## src/rtl/draw_pkg.sv

```systemverilog
// Shared definitions for the VGA drawing chain: timing/colour widths,
// glyph geometry and the text reveal FSM state encoding.
package draw_pkg;

  localparam int HC_W         = 11;
  localparam int RGB_W        = 12;
  localparam int GLYPH_W      = 8;
  localparam int GLYPH_W_LOG2 = 3;

  // Reveal FSM states, kept as plain constants so older blocks can reuse them
  typedef logic [1:0] reveal_state_t;
  localparam reveal_state_t ST_IDLE   = 2'd0;
  localparam reveal_state_t ST_REVEAL = 2'd1;
  localparam reveal_state_t ST_DONE   = 2'd2;

endpackage

```

## src/rtl/delay.sv

```systemverilog
// Generic register pipeline used to keep timing strobes aligned with the
// pixel path. CLK_DEL stages of WIDTH bits, cleared by async active-low reset.
module delay #(
  parameter int WIDTH   = 8,
  parameter int CLK_DEL = 1
)(
  input  logic             pclk,
  input  logic             rst,
  input  logic [WIDTH-1:0] din,
  output logic [WIDTH-1:0] dout
);

  logic [WIDTH-1:0] pipe [CLK_DEL];

  // Shift the input through CLK_DEL register stages
  always_ff @(posedge pclk or negedge rst) begin
    if (!rst) begin
      for (int i = 0; i < CLK_DEL; i++) pipe[i] <= '0;
    end else begin
      pipe[0] <= din;
      for (int i = 1; i < CLK_DEL; i++) pipe[i] <= pipe[i-1];
    end
  end

  assign dout = pipe[CLK_DEL-1];

endmodule

```

## src/rtl/text_reveal_ctrl.sv

```systemverilog
// Typewriter reveal controller: counts frame ticks and exposes one more
// character cell every REVEAL_FRAMES frames until all CELLS are shown.
module text_reveal_ctrl
  import draw_pkg::*;
#(
  parameter int CELLS         = 96,
  parameter int REVEAL_FRAMES = 4,
  parameter int RV_W          = 7
)(
  input  logic            pclk,
  input  logic            rst,
  input  logic            start,
  input  logic            frame_tick,
  output logic [RV_W-1:0] revealed,
  output reveal_state_t   state,
  output logic            done
);

  localparam int FC_W = (REVEAL_FRAMES > 1) ? $clog2(REVEAL_FRAMES) : 1;

  logic [FC_W-1:0] frame_cnt;

  // FSM and counters; a start pulse always restarts the reveal, even on a tick
  always_ff @(posedge pclk or negedge rst) begin
    if (!rst) begin
      state     <= ST_IDLE;
      frame_cnt <= '0;
      revealed  <= '0;
    end else if (start) begin
      state     <= ST_REVEAL;
      frame_cnt <= '0;
      revealed  <= '0;
    end else if (state == ST_REVEAL && frame_tick) begin
      if (frame_cnt == FC_W'(REVEAL_FRAMES - 1)) begin
        frame_cnt <= '0;
        revealed  <= revealed + RV_W'(1);
        if (revealed == RV_W'(CELLS - 1)) state <= ST_DONE;
      end else begin
        frame_cnt <= frame_cnt + FC_W'(1);
      end
    end
  end

  // Completion flag, registered one cycle behind the DONE state
  always_ff @(posedge pclk or negedge rst) begin
    if (!rst) done <= 1'b0;
    else      done <= (state == ST_DONE);
  end

endmodule

```

## src/rtl/draw_text_box.sv

```systemverilog
// Text-box overlay: draws a ROWS x COLS grid of 8-pixel glyphs with integer
// scaling, fed by an external text ROM + font ROM pair, with a typewriter
// reveal. Two-cycle pipeline from timing inputs to all outputs.
// Optional macro DRAW_TEXT_BOX_BORDER_EN adds a 1-pixel colour_fg frame
// around the box while it is visible.
module draw_text_box
  import draw_pkg::*;
#(
  parameter int COLS          = 16,
  parameter int ROWS          = 6,
  parameter int FONT_H        = 16,
  parameter int SCALE_LOG2    = 0,
  parameter int REVEAL_FRAMES = 4
)(
  input  logic                              pclk,
  input  logic                              rst,
  input  logic [10:0]                       hcount_in,
  input  logic [10:0]                       vcount_in,
  input  logic                              hsync_in,
  input  logic                              hblnk_in,
  input  logic                              vsync_in,
  input  logic                              vblnk_in,
  input  logic [11:0]                       rgb_in,
  input  logic [11:0]                       xpos,
  input  logic [11:0]                       ypos,
  input  logic [11:0]                       color_fg,
  input  logic [11:0]                       color_bg,
  input  logic                              start,
  input  logic [7:0]                        char_pixels,
  output logic [10:0]                       hcount_out,
  output logic [10:0]                       vcount_out,
  output logic                              hsync_out,
  output logic                              hblnk_out,
  output logic                              vsync_out,
  output logic                              vblnk_out,
  output logic [11:0]                       rgb_out,
  output logic [$clog2(ROWS)+$clog2(COLS)-1:0] char_xy,
  output logic [$clog2(FONT_H)-1:0]         char_line,
  output logic                              done
);

  localparam int CW    = $clog2(COLS);
  localparam int RW    = $clog2(ROWS);
  localparam int LW    = $clog2(FONT_H);
  localparam int CELLS = ROWS * COLS;
  localparam int RV_W  = $clog2(CELLS + 1);
  localparam logic [12:0] BOX_W = 13'((COLS * GLYPH_W) << SCALE_LOG2);
  localparam logic [12:0] BOX_H = 13'((ROWS * FONT_H) << SCALE_LOG2);

  logic [11:0]     xl, yl;
  logic            frame_tick;
  logic [12:0]     h13, v13, x13, y13;
  logic [12:0]     dx, dy, col_full, row_full, cell_idx;
  logic            inside_now, cell_vis_now;
  logic [RV_W-1:0] revealed;
  reveal_state_t   state;
  logic            s1_inside, s1_vis, s1_blank;
  logic [2:0]      s1_bit;
  logic [11:0]     s1_rgb;
  logic [25:0]     timing_d;
`ifdef DRAW_TEXT_BOX_BORDER_EN
  logic            ring_now, s1_ring;
`endif

  assign frame_tick = (hcount_in == 11'd0) && (vcount_in == 11'd0);

  text_reveal_ctrl #(
    .CELLS        (CELLS),
    .REVEAL_FRAMES(REVEAL_FRAMES),
    .RV_W         (RV_W)
  ) u_ctrl (
    .pclk      (pclk),
    .rst       (rst),
    .start     (start),
    .frame_tick(frame_tick),
    .revealed  (revealed),
    .state     (state),
    .done      (done)
  );

  // Box position is sampled once per frame so mid-frame moves do not tear
  always_ff @(posedge pclk or negedge rst) begin
    if (!rst) begin
      xl <= '0;
      yl <= '0;
    end else if (frame_tick) begin
      xl <= xpos;
      yl <= ypos;
    end
  end

  // Box hit test and cell/glyph coordinates in 13-bit space so xl+W never wraps
  always_comb begin
    h13          = {2'b00, hcount_in};
    v13          = {2'b00, vcount_in};
    x13          = {1'b0, xl};
    y13          = {1'b0, yl};
    inside_now   = (h13 >= x13) && (h13 < x13 + BOX_W) &&
                   (v13 >= y13) && (v13 < y13 + BOX_H);
    dx           = (h13 - x13) >> SCALE_LOG2;
    dy           = (v13 - y13) >> SCALE_LOG2;
    col_full     = dx >> GLYPH_W_LOG2;
    row_full     = dy >> LW;
    cell_idx     = row_full * 13'(COLS) + col_full;
    cell_vis_now = (state == ST_DONE) || (cell_idx < 13'(revealed));
`ifdef DRAW_TEXT_BOX_BORDER_EN
    ring_now     = (h13 + 13'd1 >= x13) && (h13 <= x13 + BOX_W) &&
                   (v13 + 13'd1 >= y13) && (v13 <= y13 + BOX_H) && !inside_now;
`endif
  end

  // Stage 1: address the ROMs and carry pixel context alongside the lookup
  always_ff @(posedge pclk or negedge rst) begin
    if (!rst) begin
      char_xy   <= '0;
      char_line <= '0;
      s1_inside <= 1'b0;
      s1_bit    <= '0;
      s1_vis    <= 1'b0;
      s1_rgb    <= '0;
      s1_blank  <= 1'b0;
`ifdef DRAW_TEXT_BOX_BORDER_EN
      s1_ring   <= 1'b0;
`endif
    end else begin
      char_xy   <= {row_full[RW-1:0], col_full[CW-1:0]};
      char_line <= dy[LW-1:0];
      s1_inside <= inside_now && (state != ST_IDLE);
      s1_bit    <= dx[2:0];
      s1_vis    <= cell_vis_now;
      s1_rgb    <= rgb_in;
      s1_blank  <= hblnk_in || vblnk_in;
`ifdef DRAW_TEXT_BOX_BORDER_EN
      s1_ring   <= ring_now && (state != ST_IDLE);
`endif
    end
  end

  // Stage 2: compose the output pixel; bit 7 of the font row is the leftmost
  always_ff @(posedge pclk or negedge rst) begin
    if (!rst) begin
      rgb_out <= '0;
    end else if (s1_blank) begin
      rgb_out <= '0;
    end else if (s1_inside) begin
      rgb_out <= (s1_vis && char_pixels[3'd7 - s1_bit]) ? color_fg : color_bg;
`ifdef DRAW_TEXT_BOX_BORDER_EN
    end else if (s1_ring) begin
      rgb_out <= color_fg;
`endif
    end else begin
      rgb_out <= s1_rgb;
    end
  end

  delay #(
    .WIDTH  (26),
    .CLK_DEL(2)
  ) u_timing_delay (
    .pclk(pclk),
    .rst (rst),
    .din ({hcount_in, vcount_in, hsync_in, hblnk_in, vsync_in, vblnk_in}),
    .dout(timing_d)
  );

  assign {hcount_out, vcount_out, hsync_out, hblnk_out, vsync_out, vblnk_out} = timing_d;

endmodule

```

## config.mk

```make
export PLATFORM = sky130hd
export DESIGN_NAME = draw_text_box
export DESIGN_NICKNAME = d
export VERILOG_FILES = /design/src/rtl/draw_pkg.sv /design/src/rtl/delay.sv /design/src/rtl/text_reveal_ctrl.sv /design/src/rtl/draw_text_box.sv
export SDC_FILE = /design/constraint.sdc
export NUM_CORES = 1
export LEC_CHECK = 0
export BUFFER_PORTS_ARGS = -buffer_cell sky130_fd_sc_hd__clkbuf_2
export CAP_MARGIN = 10
export CORE_ASPECT_RATIO = 2
export CORE_UTILIZATION = 54
export DETAILED_ROUTE_END_ITERATION = 6
export PLACE_DENSITY = 0.8
export SLEW_MARGIN = 20
export SYNTH_ARGS = -nofsm -noshare
export SYNTH_HDL_FRONTEND = slang
export SYNTH_SLANG_ARGS = --single-unit
```

## constraint.sdc

```tcl
create_clock -name pclk -period 4.05 [get_ports pclk]
set_input_delay 0 -clock pclk [delete_from_list [all_inputs] [get_ports pclk]]
set_output_delay 0 -clock pclk [all_outputs]
set_load 0.02 [all_outputs]
```

---- Word-level counts from Yosys, hierarchy flattened ----
Cells that the tools add are included.
word-level totals
  bits in registers ....................... 129
  input port bits ......................... 97
  logic and storage cells ................. 66
operators by class
  $add $sub $neg .......................... 8
  order comparisons ....................... 6
  eq/ne operators ......................... 4
  mux-type cells .......................... 15
  reductions and logical operators ........ 17
operators with widths
  cell                                                                           number
  12-bit 2-to-1 mux                                                              3
  11-bit by 13-bit less-than comparator with 1-bit output                        2
  11-bit by 12-bit subtractor with 13-bit output                                 2
  11-bit by 12-bit greater-or-equal comparator with 1-bit output                 2
  11-bit zero test                                                               2
  7-bit 2-to-1 mux                                                               3
  2-bit 2-to-1 mux                                                               7
  12-bit by 7-bit adder with 13-bit output (second input constant)               1
  12-bit by 8-bit adder with 13-bit output (second input constant)               1
  13-bit by 10-bit adder with 13-bit output                                      1
  13-bit by 7-bit less-than comparator with 1-bit output                         1
  2-bit nonzero test                                                             4
  7-bit by 1-bit adder with 7-bit output (second input constant)                 1
  7-bit == test (second input constant)                                          1
  1-bit logical AND                                                              7
  2-bit == test (second input constant)                                          2
  3-bit by 4-bit less-than comparator with 1-bit output (second input constant)  1
  1-bit binary-select mux with 3-bit select                                      1
  3-bit AND reduction                                                            1
  3-bit subtractor (first input constant)                                        1
  2-bit by 1-bit adder with 2-bit output (second input constant)                 1
  2-bit by 1-bit == test with 1-bit output (second input constant)               1
  1-bit logical OR                                                               2
  2-bit AND reduction                                                            1
  1-bit 2-to-1 mux                                                               1

---- Logic depth before layout (Yosys ltp) ----
Gate-level depths: netlist (run 1).
  depth after elaboration ................. 7
  mapped depth ............................ 18
  depth with buffers taken out ............ 18

---- Hierarchy ----
A second synthesis (run 1) with hierarchy kept.
second synthesis, totals
  cells, all modules ...................... 564
  area, all modules ....................... 6264.8 µm²
modules (own cells, without submodules)
  module            times used  cells an instance  area an instance (µm²)  seq. area each (µm²)
  draw_text_box     1           433                4200.3                  1626.6
  delay             1           78                 1496.4                  1301.2
  text_reveal_ctrl  1           53                 568.0                   300.3

---- Worst setup path before layout (run 1) ----
No wires, ideal clock.
  path type ............................... flip-flop to flip-flop
  start point ............................. reg xl[0]
  end point ............................... reg s1_vis
  library setup time ...................... 95 ps
  arrival ................................. 3522 ps
  data required time ...................... 3955 ps
  path slack .............................. 433 ps
  cell stages (with the launch flop) ...... 18
  cell sequence ........................... dfrtp_1 > ha_1 > fa_1 > nor2b_1 > o21ai_0 > a21boi_0 > o21ai_0 > nand2b_1 > a31oi_1 > o311ai_0 > ha_1 > a21oi_1 > o22ai_1 > nor2_1 > nand3_1 > or4_1 > o211a_1 > o32ai_2
on the way
  longest elaborated chain between the ends .. 4
RTL lines
  element                                                 RTL line              source
  from (decl)                                             draw_text_box.sv:50   logic [11:0] xl, yl;
  from (signal assigned)                                  draw_text_box.sv:87   xl <= xpos;
  11-bit by 12-bit subtractor with 13-bit output          draw_text_box.sv:100  dx = (h13 - x13) >> SCALE_LOG2;
  13-bit by 10-bit adder with 13-bit output               draw_text_box.sv:104  cell_idx = row_full * 13'(COLS) + col_full;
  13-bit by 7-bit less-than comparator with 1-bit output  draw_text_box.sv:105  cell_vis_now = (state == ST_DONE) || (cell_idx < 13'(revealed));
  1-bit logical OR                                        draw_text_box.sv:105
  via cell_vis_now                                        draw_text_box.sv:54   logic inside_now, cell_vis_now;
  to (signal assigned)                                    draw_text_box.sv:130  s1_vis <= cell_vis_now;
  to (decl)                                               draw_text_box.sv:57   logic s1_inside, s1_vis, s1_blank;
The timed path passes the listed nets, and every way through them passes these cells.
A chain may end at the register's enable or synchronous reset.

---- Final worst setup path (run 1) ----
  start point ............................. reg xl[1]
  end point ............................... reg s1_vis
The elaborated chain is that of the path after synthesis.

==> metrics.md, run 1 <==
| Metric | Value |
|---|---|
| Total length of routed met2 wires | 10,070 um |
| Number of global-route vias before repair | 5,868 |
| Crit-path cells | inv_1 -> ha_1 -> nor2b_1 -> o21a_1 -> o21ai_1 -> buf_4 -> a2111oi_1 -> nor3_1 -> o21bai_1 -> xnor2_1 -> ha_1 -> inv_1 -> o22ai_1 -> nor2_1 -> nand3_1 -> or4_1 -> o211a_1 -> o32ai_2 |
| Area share of the largest cell type after synthesis | 0.5192 |
| Port Buffer Count | 146 |
| Die area | 11,970 sq um |
| Antenna violations before repair | 1 |
| Min cycle time layout | 4.099 ns |
| Nets | 953 |
| Top area cells in the synthesized netlist | dfrtp_1, ha_1, xnor2_1 |
| Area growth syn-to-layout | 38.30% |
| Worst-Margin Slew | 0.9528 ns |
| Routability cong. | 0.8655 |
| Final WS setup | -0.04937 ns |
| Failing checks | setup timing |
| Cells after synthesis | 572 |
| Post-route DRC | 0 |
| Most common cell after layout, fill and taps aside | clkbuf_2 |
| Crit Path Category | flip-flop to flip-flop |
| Min-delay src | rgb_in[0] |
| I/O pins | 147 |
| Most used DFF post-synth | dfrtp_1 |
| Fin area | 8598 sq um |
| Max clock buf depth | 2 |
| Clock slew at reported path FFs | 0.06 ns |
| CORE AREA | 11,290 sq um |
| Initial cell density of the core | 0.5509 |
| Syn nets | 720 |
| Layout cells sized above 1 | 0.2641 |
| First-pass GRT wire length | 28,480 um |
| Critical Path Source | xl[1] |
| Crit. End Element | flip-flop |
| Gr ovfl total | 0 |
| Mean Syn Cell Area | 10.87 sq um |
| Placed Instance Area | 6959 sq um |
| Leakage | 4.267 nW |
| Cell taking the most area after synthesis | dfrtp_1 |
| Max Slew Vio Count | 0 |
| Largest net degree at the start of global routing | 65 |
| Worst-path fanout max | 6 |
| Vias | 5,468 |
| CTS tree | yes |
| Die Width | 77.87 um |
| Final period utilization | 1.012 |
| Post-Syn Area | 6217 sq um |
| Slowest CP cell | a2111oi_1 |
| Clock Skew | 0.008501 ns |
| Slew HR | 0.3648 |
| Sequential area share after synthesis | 0.5192 |
| Worst EP required | 4.37 ns |
| Row cnt | 55 |
| Max cap viols | 0 |
| FMAX | 243.9 MHz |
| Final hold slack | 0.2233 ns |
| Final setup viols | 1 |
| Post-synth EDFFs | 0 |
| Via-to-Cell Ratio | 5.690 |
| Post-synth ARST share | 1.000 |
| Final Hold Fails | 0 |
| R2R Path Start | xl[1] |
| H-tree levels | 4 |
| Die height | 153.7 um |
| Clk_lat worst skew | 0.42 ns |
| Top Metal Used | met4 |
| Yosys cell types | 48 |
| Placed wire-length estimate | 11,000 um |
| Total GRT Usage | 0.3149 |
| CP peak stage delay | 0.48 ns |
| Synth Warn # | 0 |
| Power density over cell area | 388.7 nW/um^2 |
| Met3 Wirelength | 1111 um |
| Outcome | complete, but fails checks |
| Num CTS Buffers | 17 |
| Metal1 wirelength | 6163 um |
| Startpoint types | flip-flop |
| WL final | 18,430 um |
| Most frequent cells in the layout | clkbuf_2, dfrtp_1, dlygate4sd3_1 |
| DR iter-0 viols | 381 |
| Routed len/inst | 19.18 um |
| DRT antenna net count | 0 |
| Final Util | 0.7619 |
| Final TNS setup | -0.04937 ns |
| TritonRoute pass-1 iters | 5 |
| CP arrival | 4.42 ns |
| Clock sink total | 129 |
| Worst-case vdd ir drop | 0.3065 mV |
| Hold Crit Class | input pin to flip-flop |
| Clock root buffer | clkbuf_16 |
| Synthesized flop and latch total | 129 |
per-layer routing:
layer / GRT usage / vias to the layer above
met1: 0.3077 / 2629
met5: 0 / -
li1: - / 2437
met2: 0.5870 / 311
met3: 0.06113 / 91
met4: 0.2004 / 0
critical path: cells and delay by family, from the launching register on:
kind                       cells  cell delay [ns]
and+or+nand+nor                5             1.07
DFF                            1             0.40
buffers and inverters          3             0.36
AOI/OAI and AO/OA              7             1.47
adders and majority gates      2             0.61
xor gates and xnor gates       1             0.09
Yosys cell counts (all sizes together), types with 3 or more instances:
cell type / n
inv: 46
nand4: 7
a211oi: 17
or4: 3
dfrtp: 129
or3: 3
nand2b: 6
mux2i: 15
nand2: 37
nor2: 43
nor3: 9
a21oi: 25
nor4: 10
ha: 48
nor2b: 9
a21boi: 3
buf: 23
xnor2: 24
nand3: 11
a21o: 9
o2111ai: 3
o21a: 4
fa: 3
clkbuf: 11
mux2: 6
xor2: 5
o21ai: 36
state kept, by name, summed over array words and instances (netlist names), 7 cells and up:
signal               cells
u_timing_delay.dout     26
u_timing_delay.pipe     26
rgb_out                 12
s1_rgb                  12
xl                      12
yl                      12
char_xy                  7
u_ctrl.revealed          7
layout make-up:
cell class | instances | area (sq um)
fillers | 695 | 2688
clock inverters | 14 | 167.7
well taps | 142 | 177.7
diodes | 1 | 2.502
multi-input cells | 363 | 2686
clock buffers | 18 | 439.2
repair buffers | 248 | 1724
inverters | 46 | 172.7
flip-flops and latches | 129 | 3228
cells by family (layout without fill, tap and decap cells):
logic type	Yosys count	count (layout)	synth area share
adder cells (fa/ha/maj)	51	51	0.1063
XOR/XNOR	29	29	0.04085
AO/OA/AOI/OAI	113	113	0.1157
AND/OR/NAND/NOR	147	147	0.1135
multiplexers	23	23	0.04226
buffers and inverters	80	326	0.06219
other	0	1	0
flip-flops	129	129	0.5192
final timing paths:
check / to / slack, ns / cells after the start
worst min-delay path: s1_rgb[0] / 0.22 / 2
max in group asynchronous: u_timing_delay.pipe[42] / 2.50 / 4
min in group asynchronous: u_timing_delay.pipe[43] / 0.50 / 3
worst max register to register: s1_vis / -0.05 / 18
worst min register to register: u_timing_delay.dout[10] / 0.35 / 0
worst max-delay path: s1_vis / -0.05 / 18
power by group:
group	internal (W)	switching, W	total [W]
clock	0.000945	0.000637	0.00158
sequential	0.00134	0.0000206	0.00136
combinational	0.000187	0.000216	0.000404
per-stage QoR:
step           setup slack [ns]  std cells  total power, W
5_1_grt                 -0.2922        961        0.003441
4_1_cts                0.007671        955        0.003308
6_report               -0.04937        961        0.003342
3_3_place_gp             0.2244        832        0.001661
2_1_floorplan            0.4330        572        0.001542
3_5_place_dp            0.04497        832        0.001675
what timing repair did:
item	in CTS	in global routing
hold buffers	90	0
resized for setup	0	25
buffers inserted	1	6
pin swaps	1	15
setup endpoints to repair	1	1
endpoints found under the hold margin	152	0
gates cloned	0	0
Note: power is estimated with default switching activity, not from simulation.
==> run 2, diff against run 1 <==
Settings changed: ABC_AREA set to 1, CORE_UTILIZATION 54 to 55, PLACE_DENSITY 0.8 to 0.81.
==> metrics.md, run 2 <==
| Metric | Value |
|---|---|
| Max cap viols | 0 (unchanged) |
| Die area | 12,310 sq um (+2.8%) |
| Via-to-Cell Ratio | 5.303 (-6.8%) |
| Synthesized flop and latch total | 129 (unchanged) |
| Number of global-route vias before repair | 6,156 (+4.9%) |
| Synth Warn # | 0 (unchanged) |
| Reg2Reg Depth | 17 (-1) |
| Min-delay src | color_fg[9] |
| CP arrival | 3.71 ns (-0.71 ns) |
| Nets | 1,087 (+14%) |
| Clock Skew | 0.008561 ns (+0.00005992 ns) |
| CP peak stage delay | 0.43 ns (-0.05 ns) |
| Critical path depth | 17 (-1) |
| Delay-heaviest family, CP | adder cells |
| Most frequent cells after synthesis | nand2_1, dfrtp_1, inv_1 |
| GRT met2 Usage | 0.5747 (-0.01231) |
| Grt peak-use layer | met2 |
| Top area cells in the synthesized netlist | dfrtp_1, ha_1, nand2_1 |
| Routed len/inst | 16.22 um (-15%) |
| Final hold slack | 0.07008 ns (-0.1532 ns) |
| Row cnt | 55 (unchanged) |
| Gr ovfl total | 0 (unchanged) |
| Final Util | 0.7596 (-0.002279) |
| Mean Syn Cell Area | 9.036 sq um (-17%) |
| Sequential area share after synthesis | 0.4955 (-0.02373) |
| Worst EP required | 4.40 ns (+0.03 ns) |
| Slowest CP cell | fa_1 |
| Worst-case vdd ir drop | 0.3185 mV (+3.9%) |
| Clock slew at reported path FFs | 0.06 ns (about the same) |
| RSZ-0062 raised after global routing | false |
| Cell taking the most area after synthesis | dfrtp_1 |
| First-pass GRT wire length | 28,200 um (-0.97%) |
| Die Width | 78.96 um (+1.4%) |
| Yosys cell types | 44 (-8.3%) |
| Power density over cell area | 391.0 nW/um^2 (+0.58%) |
| Crit. End Element | flip-flop |
| Met3 Use GR | 0.06140 (+0.0002759) |
| Total GRT Usage | 0.3054 (-0.009549) |
| Dpl ws | 0.7535 ns (+0.7086 ns) |
| Clk_lat worst skew | 0.41 ns (about the same) |
| Routability cong. | 1.002 (+16%) |
| Hold depth | 5 (+3) |
| Most used DFF post-synth | dfrtp_1 |
| Worst-path fanout max | 5 (-1) |
| Worst-Margin Slew | 0.7898 ns (-0.1629 ns) |
| Crit Path Category | flip-flop to flip-flop |
| I/O pins | 147 (unchanged) |
| Inserted Diodes | 0 (-1) |
| Layout cells sized above 1 | 0.2090 (-0.05503) |
| WL final | 17,740 um (-3.7%) |
| Dpl cells | 979 (+18%) |
| Clock sink total | 129 (unchanged) |
| Fillers | 791 (+14%) |
| Final Hold Fails | 0 (unchanged) |
| Grt met1 use | 0.2850 (-0.02265) |
| Most frequent cells in the layout | nand2_1, clkbuf_2, dfrtp_1 |
| FMAX | 297.5 MHz (+22%) |
| Min cycle time layout | 3.362 ns (-0.7379 ns) |
| Critical Path Source | xl[2] |
| Max clock buf depth | 2 (unchanged) |
| Area share of the largest cell type after synthesis | 0.4955 (-0.02373) |
| Hold Crit Class | input pin to flip-flop |
| Post-cts resize count | 0 (unchanged) |
| Final TNS setup | 0 ns (+0.04937 ns) |
| DRT antenna net count | 0 (unchanged) |
| Post-route DRC | 0 (unchanged) |
| Worst Path Buf+Inv | 1 (-2) |
| Most common cell in the synthesized netlist | nand2_1 |
| Area growth syn-to-layout | 33.19% |
| Leakage | 4.548 nW (+6.6%) |
| Post-Syn Area | 6515 sq um (+4.8%) |
| Max Slew Vio Count | 0 (unchanged) |
| DR iter-0 viols | 283 (-26%) |
| Post-synth ARST share | 1.000 (unchanged) |
| Largest net degree at the start of global routing | 89 (+37%) |
| Num CTS Buffers | 17 (unchanged) |
| TritonRoute pass-1 iters | 5 (unchanged) |
| Placed wire-length estimate | 11,670 um (+6.2%) |
| Crit path top cell by count | ha_1 |
| Startpoint types | flip-flop |
| Die height | 155.9 um (+1.4%) |
| Port Buffer Count | 146 (unchanged) |
| Initial cell density of the core | 0.5703 (+0.01943) |
| Post-synth EDFFs | 0 (unchanged) |
| Clock root buffer | clkbuf_16 |
| Slew HR | 0.4734 (+0.1086) |
| Final WS setup | 0.6885 ns (+0.7379 ns) |
| Cells after synthesis | 721 (+26%) |
| CTS tree | yes |
| Syn nets | 869 (+21%) |
| H-tree levels | 4 (unchanged) |
| R2R Path Start | xl[2] |
| Final setup viols | 0 (-1) |
| Vias | 5,802 (+6.1%) |
| Most common cell after layout, fill and taps aside | nand2_1 |
| Outcome | completed |
| Non-Filler Instances | 1,094 (+14%) |
| Final period utilization | 0.8300 (-0.1822) |
| Antenna violations before repair | 0 (-1) |
| Crit-path cells | inv_1 -> ha_1 -> a21oi_1 -> nand2_1 -> a211o_1 -> xor2_1 -> ha_1 -> fa_1 -> xor2_1 -> ha_1 -> a21oi_1 -> nand4_1 -> nor2_1 -> nand3_1 -> nor2_1 -> nand3_1 -> nand2_1 |
| CORE AREA | 11,420 sq um (+1.2%) |
[run 2: layout make-up]
class                           count  area [sq um]  area share
Sequential cell                   129          3228      0.3720
Multi-Input combinational cell    474          2749      0.3168
Timing Repair Buffer              231          1583      0.1824
Clock buffer                       17         425.4     0.04903
Inverter                           86         322.8     0.03720
Clock inverter                     15         191.4     0.02206
Tap cell                          142         177.7     0.02048
[run 2: cell families after synthesis]
group	share of synthesized area
flops	0.4955
mux	0.001536
xor+xnor	0.03361
simple gates	0.1915
compound gates	0.09391
fa+ha+maj	0.1014
buf+inv	0.08258
[run 2: repair_timing]
action	in CTS	in global routing
endpoints found under the hold margin	167	0
hold buffers	83	0
buffers inserted	0	0
[run 2: path summary, 6_finish.rpt]
kind,slack (ns),to
max reg2reg,0.69,s1_vis
max in group asynchronous,2.80,yl[3]
min,0.07,rgb_out[9]
min reg2reg,0.35,u_timing_delay.dout[19]
min in group asynchronous,0.20,u_timing_delay.dout[1]
max,0.69,s1_vis
[run 2: power breakdown]
group	internal [W]	total, W	switching [W]	leakage (nW)
Sequential	0.00135	0.00138	0.0000326	1.49
Clock	0.000986	0.00159	0.000607	0.293
Combinational	0.000179	0.000417	0.000238	2.77
[run 2: stage by stage]
stage	total power (W)	area (sq um)
2_1_floorplan	0.001608	6515
3_3_place_gp	0.001744	7229
3_5_place_dp	0.001754	7229
4_1_cts	0.003406	8677
5_1_grt	0.003526	8677
6_report	0.003393	8677
[run 2: routing by layer]
metal	vias to the layer above	share of wire	wire [um]
li1	2754	-	-
met1	2720	0.33	5885
met2	247	0.56	10010
met3	81	0.048	846
met4	0	0.056	1001
met5	-	0	0
[run 2: tightest hold or removal path, cell delays in order]
cell	delay, ns
clkbuf_2	0.09
nor2_1	0.12
nor2_1	0.05
o21ai_0	0.10
a21oi_1	0.08
==> run 3, diff against run 2 <==
Clock period 4.05 ns to 3.5 ns, I/O delays scaled along.
==> metrics.md, run 3 (synthesis results as in run 2) <==
| Metric | Value |
|---|---|
| Post-route DRC | 0 (unchanged) |
| Die Width | 78.96 um (unchanged) |
| Die height | 155.9 um (unchanged) |
| Min cycle time layout | 3.269 ns (-0.09238 ns) |
| Area growth syn-to-layout | 33.57% |
| Initial cell density of the core | 0.5703 (unchanged) |
| Clk_lat worst skew | 0.41 ns (about the same) |
| Post-layout total power | 0.003862 W (+14%) |
| Worst-case vdd ir drop | 0.4109 mV (+29%) |
| Via-to-Cell Ratio | 5.311 (+0.15%) |
| Max clock buf depth | 2 (unchanged) |
| Slowest CP cell | dfrtp_1 |
| Num CTS Buffers | 17 (unchanged) |
| Non-Filler Instances | 1,098 (+0.37%) |
| RSZ-0062 raised after global routing | false |
| Die area | 12,310 sq um (unchanged) |
| Most common cell after layout, fill and taps aside | nand2_1 |
| Max Slew Vio Count | 0 (unchanged) |
| Hold Crit Class | input pin to flip-flop |
| Clock Skew | 0.006884 ns (-0.001677 ns) |
| Startpoint types | flip-flop |
| Max cap viols | 0 (unchanged) |
| Clock root buffer | clkbuf_16 |
| Fillers | 770 (-2.7%) |
| Placed wire-length estimate | 11,550 um (-1.0%) |
| Antenna violations before repair | 0 (unchanged) |
| Final period utilization | 0.9340 (+0.1040) |
| Critical Path Source | xl[2] |
| R2R Path Start | xl[2] |
| Final TNS setup | 0 ns (unchanged) |
| Inserted Diodes | 0 (unchanged) |
| Worst-Margin Slew | 0.9080 ns (+0.1182 ns) |
| Setup bufs post-CTS | 0 (unchanged) |
| TritonRoute pass-1 iters | 4 (-1) |
| CP arrival | 3.62 ns (-0.09 ns) |
| DRT antenna net count | 0 (unchanged) |
| Final setup viols | 0 (unchanged) |
| Port Buffer Count | 146 (unchanged) |
| Crit. End Element | flip-flop |
| First-pass GRT wire length | 27,970 um (-0.81%) |
| Most frequent cells in the layout | nand2_1, clkbuf_2, dfrtp_1 |
| FMAX | 305.9 MHz (+2.8%) |
| Vias | 5,832 (+0.52%) |
| DR iter-0 viols | 349 (+23%) |
| Delay-heaviest family, CP | adder cells |
| Power density over cell area | 443.8 nW/um^2 (+14%) |
| Crit Path Category | flip-flop to flip-flop |
| WL final | 17,350 um (-2.2%) |
| Worst Path Buf+Inv | 1 (unchanged) |
| H-tree levels | 4 (unchanged) |
| Clock sink total | 129 (unchanged) |
| Number of global-route vias before repair | 6,135 (-0.34%) |
| I/O pins | 147 (unchanged) |
| Min-delay src | color_fg[2] |
| Layout cells sized above 1 | 0.2134 (+0.004356) |
| CTS tree | yes |
| Slew HR | 0.3946 (-0.07881) |
| Routability cong. | 0.9857 (-1.6%) |
| Gr ovfl total | 0 (unchanged) |
| Routed len/inst | 15.80 um (-2.6%) |
| Placed Instance Area | 7244 sq um (+0.21%) |
| Outcome | completed |
| Worst EP required | 3.85 ns (-0.55 ns) |
| Dpl cells | 981 (+0.20%) |
| Leakage | 4.550 nW (about the same) |
| Crit-path cells | inv_1 -> ha_1 -> a21oi_2 -> nand2_1 -> a211o_1 -> xor2_1 -> ha_2 -> fa_2 -> xor2_1 -> ha_1 -> a21oi_1 -> nand4_1 -> nor2_1 -> nand3_1 -> nor2_1 -> nand3_1 -> nand2_1 |
| CP peak stage delay | 0.36 ns (-0.07 ns) |
| Fin area | 8702 sq um (+0.29%) |
| Clock slew at reported path FFs | 0.06 ns (about the same) |
| Worst-path fanout max | 5 (unchanged) |
| CORE AREA | 11,420 sq um (unchanged) |
| Final Hold Fails | 0 (unchanged) |
| Row cnt | 55 (unchanged) |
| Largest net degree at the start of global routing | 104 (+17%) |
| Nets | 1,091 (+0.37%) |
| Total GRT Usage | 0.3021 (-0.003314) |
[run 3: worst paths after layout]
path	endpoint	slack [ns]	depth (start not counted)
min in group asynchronous	u_timing_delay.dout[1]	0.25	2
min	rgb_out[2]	0.08	5
max reg2reg	s1_vis	0.23	17
min reg2reg	u_timing_delay.dout[25]	0.35	0
max in group asynchronous	yl[1]	2.32	3
max	s1_vis	0.23	17
[run 3: what timing repair did]
item,CTS,global route
resized for setup,0,4
hold endpoints to repair,183,0
endpoints found under the setup margin,0,1
hold buffers,85,0
[run 3: area by class of cell]
| class | count | area [sq um] | share of cell area |
|---|---|---|---|
| tap | 142 | 177.7 | 0.02042 |
| multi-input combinational | 474 | 2758 | 0.3169 |
| sequential | 129 | 3228 | 0.3710 |
| inverter | 86 | 322.8 | 0.03710 |
| timing repair buffer | 235 | 1618 | 0.1859 |
| clock buffer | 17 | 425.4 | 0.04889 |
| clock inverter | 15 | 172.7 | 0.01984 |
[run 3: metrics by stage]
step / hold WS, ns / setup WS, ns / util
floorplan: -0.2956 / 0.4204 / -
global route: 0.07191 / 0.008486 / 0.7618
global placement: 0.1093 / 0.2529 / 0.6342
finish: 0.07740 / 0.2309 / 0.7618
detailed placement: 0.1105 / 0.2092 / 0.6342
CTS: 0.0006234 / 0.1340 / 0.7610
[run 3: layer usage]
layer  GRT usage  part of all wire
met1      0.2871              0.34
met2      0.5591              0.55
met3     0.05848             0.049
met4      0.2139             0.058
met5           0                 0
[run 3: tightest hold or removal path: stages]
cell and delay [ns]:
clkbuf_2 0.08, nor2_1 0.13, nor2_1 0.05, o21ai_0 0.07, a21oi_1 0.10
[run 3: report_power, final]
part	internal, W	total, W	switching (W)
combinational	0.000209	0.000486	0.000276
sequential	0.00156	0.00160	0.0000364
clock	0.00107	0.00178	0.000707
